File: config.mk
export PLATFORM = sky130hd
export DESIGN_NAME = dmem_sramlike_bridge_flat
export DESIGN_NICKNAME = d
export VERILOG_FILES = /design/src/rtl/dmem_sramlike_bridge_if.sv /design/src/rtl/dmem_sramlike_bridge.sv /design/src/flat_wrapper.sv
export SDC_FILE = /design/constraint.sdc
export NUM_CORES = 1
export LEC_CHECK = 0
export ABC_AREA = 1
export CAP_MARGIN = 0
export CORE_ASPECT_RATIO = 1.75
export CORE_MARGIN = 1
export CORE_UTILIZATION = 32
export CTS_BUF_LIST = sky130_fd_sc_hd__clkbuf_16
export CTS_CLUSTER_SIZE = 40
export DETAILED_ROUTE_END_ITERATION = 6
export PLACE_DENSITY = 0.87
export SLEW_MARGIN = 25
export SYNTH_ARGS = -nofsm -noshare
export SYNTH_HDL_FRONTEND = slang
export SYNTH_SLANG_ARGS = --single-unit
export TNS_END_PERCENT = 30
File: constraint.sdc
create_clock -name clk -period 1.6 [get_ports clk]
set_input_delay 0.24 -clock clk [delete_from_list [all_inputs] [get_ports clk]]
set_output_delay 0.24 -clock clk [all_outputs]
set_load 0.01 [all_outputs]
File: src/rtl/dmem_sramlike_bridge_if.sv
// SRAM-like data bus between the M-stage memory bridge (master) and the data memory / cache (slave).
interface dmem_sramlike_bridge_if;
    logic        data_req;
    logic        data_wr;
    logic [1:0]  data_size;
    logic [31:0] data_addr;
    logic [31:0] data_wdata;
    logic [31:0] data_rdata;
    logic        data_addr_ok;
    logic        data_data_ok;

    modport master (
        output data_req, data_wr, data_size, data_addr, data_wdata,
        input  data_rdata, data_addr_ok, data_data_ok
    );

    modport slave (
        input  data_req, data_wr, data_size, data_addr, data_wdata,
        output data_rdata, data_addr_ok, data_data_ok
    );
endinterface

File: src/rtl/dmem_sramlike_bridge.sv
// Bridges M-stage loads/stores onto an SRAM-like bus, one transaction in flight, stalling the pipeline.
// Optional macro DMEM_BRIDGE_KSEG_EN folds kseg0/kseg1 virtual addresses onto physical addresses.
module dmem_sramlike_bridge (
    input  logic        clk,
    input  logic        rst,
    input  logic        mem_enM,
    input  logic [3:0]  memwriteM,
    input  logic [1:0]  mem_sizeM,
    input  logic [31:0] aluoutM,
    input  logic [31:0] writedataM,
    output logic [31:0] readdataM,
    input  logic        longest_stall,
    output logic        d_stall,
    dmem_sramlike_bridge_if.master dbus
);
    typedef enum logic [1:0] {IDLE, DATA, DONE} stateT;

    stateT       state;
    stateT       stateNext;
    logic        captureRd;
    logic [31:0] readReg;

    always_ff @(posedge clk) begin
        if (rst) state <= IDLE;
        else     state <= stateNext;
    end

    always_ff @(posedge clk) begin
        if (rst)            readReg <= '0;
        else if (captureRd) readReg <= dbus.data_rdata;
    end

    always_comb begin
        stateNext = state;
        case (state)
            IDLE: if (mem_enM && dbus.data_addr_ok)
                      stateNext = dbus.data_data_ok ? DONE : DATA;
            DATA: if (dbus.data_data_ok) stateNext = DONE;
            DONE: if (!longest_stall)    stateNext = IDLE;
            default: stateNext = IDLE;
        endcase
    end

    // data_data_ok only matters when a request is being or has been accepted.
    always_comb begin
        dbus.data_req = 1'b0;
        captureRd     = 1'b0;
        d_stall       = 1'b0;
        case (state)
            IDLE: begin
                dbus.data_req = mem_enM;
                captureRd     = mem_enM & dbus.data_addr_ok & dbus.data_data_ok;
                d_stall       = mem_enM;
            end
            DATA: begin
                captureRd = dbus.data_data_ok;
                d_stall   = mem_enM;
            end
            default: ;
        endcase
    end

    always_comb begin
`ifdef DMEM_BRIDGE_KSEG_EN
        if (aluoutM[31:30] == 2'b10) dbus.data_addr = {3'b000, aluoutM[28:0]};
        else                         dbus.data_addr = aluoutM;
`else
        dbus.data_addr = aluoutM;
`endif
    end

    assign dbus.data_wr    = |memwriteM;
    assign dbus.data_size  = mem_sizeM;
    assign dbus.data_wdata = writedataM;
    assign readdataM       = readReg;
endmodule

File: src/flat_wrapper.sv
// flat-port wrapper written by rule: the top's interface ports become plain ports
module dmem_sramlike_bridge_flat 
  (clk, rst, mem_enM, memwriteM, mem_sizeM, aluoutM, writedataM, readdataM, longest_stall, d_stall, dbus_data_req, dbus_data_wr, dbus_data_size, dbus_data_addr, dbus_data_wdata, dbus_data_rdata, dbus_data_addr_ok, dbus_data_data_ok);
  dmem_sramlike_bridge_if dbus_i ();
  input  logic clk;
  input  logic rst;
  input  logic mem_enM;
  input  logic [3:0] memwriteM;
  input  logic [1:0] mem_sizeM;
  input  logic [31:0] aluoutM;
  input  logic [31:0] writedataM;
  output logic [31:0] readdataM;
  input  logic longest_stall;
  output logic d_stall;
  output wire logic [$bits(dbus_i.data_req)-1:0] dbus_data_req;
  output wire logic [$bits(dbus_i.data_wr)-1:0] dbus_data_wr;
  output wire logic [$bits(dbus_i.data_size)-1:0] dbus_data_size;
  output wire logic [$bits(dbus_i.data_addr)-1:0] dbus_data_addr;
  output wire logic [$bits(dbus_i.data_wdata)-1:0] dbus_data_wdata;
  input wire logic [$bits(dbus_i.data_rdata)-1:0] dbus_data_rdata;
  input wire logic [$bits(dbus_i.data_addr_ok)-1:0] dbus_data_addr_ok;
  input wire logic [$bits(dbus_i.data_data_ok)-1:0] dbus_data_data_ok;
  assign dbus_data_req = dbus_i.data_req;
  assign dbus_data_wr = dbus_i.data_wr;
  assign dbus_data_size = dbus_i.data_size;
  assign dbus_data_addr = dbus_i.data_addr;
  assign dbus_data_wdata = dbus_i.data_wdata;
  assign dbus_i.data_rdata = dbus_data_rdata;
  assign dbus_i.data_addr_ok = dbus_data_addr_ok;
  assign dbus_i.data_data_ok = dbus_data_data_ok;
  dmem_sramlike_bridge u_core (.clk(clk), .rst(rst), .mem_enM(mem_enM), .memwriteM(memwriteM), .mem_sizeM(mem_sizeM), .aluoutM(aluoutM), .writedataM(writedataM), .readdataM(readdataM), .longest_stall(longest_stall), .d_stall(d_stall), .dbus(dbus_i));
endmodule
==> summary.md <==
| Metric | Value |
|---|---|
| Core area | 0.00623 mm^2 |
| RSZ-0062 raised after global routing | false |
| Register-to-Register Setup Slack | 470 ps |
| CP Class | in2out |
| Slew Limit Fails | 0 |
| Routed met3 length | 469 um |
| Headroom to the max-slew limit | 0.825 |
| Remaining DRCs | 0 |
| Multiplexer share of the synthesized area | 0 |
| Synth Cell Area | 0.00207 mm^2 |
| Design area | 0.00252 mm^2 |
| Clock Latency Late Sink | 270 ps |
| N_diodes | 0 |
| Outcome | completed |
| GRT overflow | 0 |
| Yosys cell types | 14 |
| PD cells | 929 mW/mm^2 |
| Setup Buffers After CTS | 0 |
| Die ar. | 0.00679 mm^2 |
| Achievable frequency | 640 MHz |
| Minimum clock period | 1560 ps |
| DIE HEIGHT | 108 um |
| Avg WL per Cell | 13.1 um |
| Met1 wire length | 1.53 mm |
| CP Launch Type | primary input |
| Origin of the critical flop-to-flop path | u_core.state[1] |
| Seq cells post-synth | 34 |
| Final net count | 409 |
| Register area share after synthesis | 0.329 |
| 1st-pass router iterations | 4 |
| Required time of the critical path | 1360 ps |
| Hold WS | 480 ps |
| R2R cell count | 5 |
| Period utilization | 0.976 |
| CP arrival | 1320 ps |
| Worst Max-Slew Pin Slew | 263 ps |
| DRT antenna net count | 0 |
| Via count | 1723 |
| Gpl congestion | 0.683 |
| First-pass GRT wire length | 7.42 mm |
| Total CTS buffers | 5 |
| Placed inst area | 0.00238 mm^2 |
| Worst r2r dst | u_core.readdataM[28] |
| Commonest cells after routing, fill and taps aside | clkdlybuf4s50_1 (74), nor2_1 (37), inv_1 (37), nand2_1 (36), dfxtp_1 (34) |
| Total GRT Usage | 0.144 |
| Leak pwr | 1.12 nW |
| Simple-gate share of the synthesized area | 0.220 |
| Mean Syn Cell Area | 6.98 um^2 |
| Port buffer count | 76 |
| Post-CTS sizing | 2 |
| Hold path cells | 0 |
| Row count | 38 |
| Vias/cell | 4.51 |
| Clk_skew | 6.01 ps |
| CP Capture Type | output pin |
| Count of non-filler cells in the finished layout | 382 |
| Largest family of logic cells by synthesized area | buffers and inverters |
| WHS Endpoint | dbus_data_addr[13] |
| Max clock buf depth | 2 |
| Cells after DPL | 374 |
| H-tree Lvls | 2 |
| Yosys Warn Count | 0 |
| CTS tree | built |
| Root Buffer | clkbuf_16 |
| Worst Hold Class | in2out |
| Detail Placement HPWL | 3.78 mm |
| Hold-fix buffers, CTS | 0 |
| Io pins | 209 |
| Hold path startpoint | aluoutM[13] |
| VDD IR-drop max | 0.499 mV |
| Initial Utilization | 0.332 |
| Critical path fanouts, max | 1 |
| Area growth, synth to finish | 21.9% |
| Commonest non-fill, non-tap cell in the layout | clkdlybuf4s50_1 |
| Initial DRC Count | 37 |
| Clock Sinks | 34 |
| DRT Wirelength | 5.02 mm |
| Fill cells | 635 |
| Setup-failing EPs final | 0 |
| Die W | 62.7 um |
| Post-synthesis compound-gate area fraction | 0.0824 |
| Largest net degree at the start of global routing | 67 |
| XOR/XNOR share of the synthesized area | 0 |
| Final hold viol count | 0 |
| Initial antenna violation count | 0 |
| Max-cap violation count | 0 |
| Overall power | 0.00234 W |
| Metal2 WL | 2.53 mm |
| Share of post-route cells with drive strength above 1 | 0.0430 |
| Number of global-route vias before repair | 1496 |
| Synthesized Nets | 404 |
| Cells after Synth | 296 |
| Highest Signal Layer | met4 |
| Post-Synth Adder-Cell Area | 0 |
==> through the flow <==
stage               utilization  setup slack, ps  setup TNS, ps
floorplan                     -              585              0
global placement          0.383            -75.3          -88.1
detailed placement        0.383            -99.0           -157
CTS                       0.404             33.6              0
global route              0.404             16.2              0
finish                    0.404             38.5              0
==> worst max-delay path, cell delays in order <==
cell and delay, ps:
clkdlybuf4s50_1 450, nor2_1 40, nand2_1 60, clkdlybuf4s50_1 520
==> routing by layer <==
| metal | track usage | vias to the layer above |
|---|---|---|
| met4 | 0.168 | 0 |
| met3 | 0.0422 | 60 |
| li1 | - | 855 |
| met5 | 0 | - |
| met1 | 0.118 | 738 |
| met2 | 0.252 | 70 |
==> logic make-up after synthesis <==
kind of cell    after synthesis
simple gates                109
flops                        34
buf+inv                     119
compound gates               34
==> synthesized netlist by cell type <==
master     n  area share
a21oi_1   33       0.080
buf_1      2      0.0036
buf_2      2      0.0048
buf_4     71        0.26
buf_6      6       0.033
clkbuf_1   2      0.0036
dfxtp_1   34        0.33
inv_1     36       0.065
nand2_1   37       0.067
nand3_1   33       0.080
nor2_1    37       0.067
nor2_2     1      0.0030
nor3_1     1      0.0024
o21ai_0    1      0.0024
==> cell type report <==
class / count / area (um^2) / area share
clock buffers: 5 / 125 / 0.0497
repair buffers: 81 / 833 / 0.331
inverters: 36 / 135 / 0.0537
clock inverters: 3 / 12.5 / 0.00497
multi-input cells: 143 / 632 / 0.251
flip-flops and latches: 34 / 681 / 0.270
well taps: 80 / 100 / 0.0397
==> worst max-delay path by stage <==
stage / startpoint / end / depth (start not counted)
6_report: memwriteM[3] / dbus_data_wr / 4
5_1_grt: memwriteM[2] / dbus_data_wr / 4
4_1_cts: memwriteM[3] / dbus_data_wr / 4
3_5_place_dp: mem_enM / dbus_data_req / 4
3_3_place_gp: mem_enM / dbus_data_req / 4
2_1_floorplan: u_core.state[1] / u_core.readdataM[0] / 6
==> flip-flops by register name, summed over array words and instances, names as in the netlist <==
signal	flops
u_core.state	2
u_core.readdataM	32
==> power breakdown <==
group / internal [W] / switching (W)
clock network: 0.000562 / 0.000338
logic: 0.000277 / 0.000224
registers: 0.000907 / 0.0000312
(Power assumes the default switching activity.)
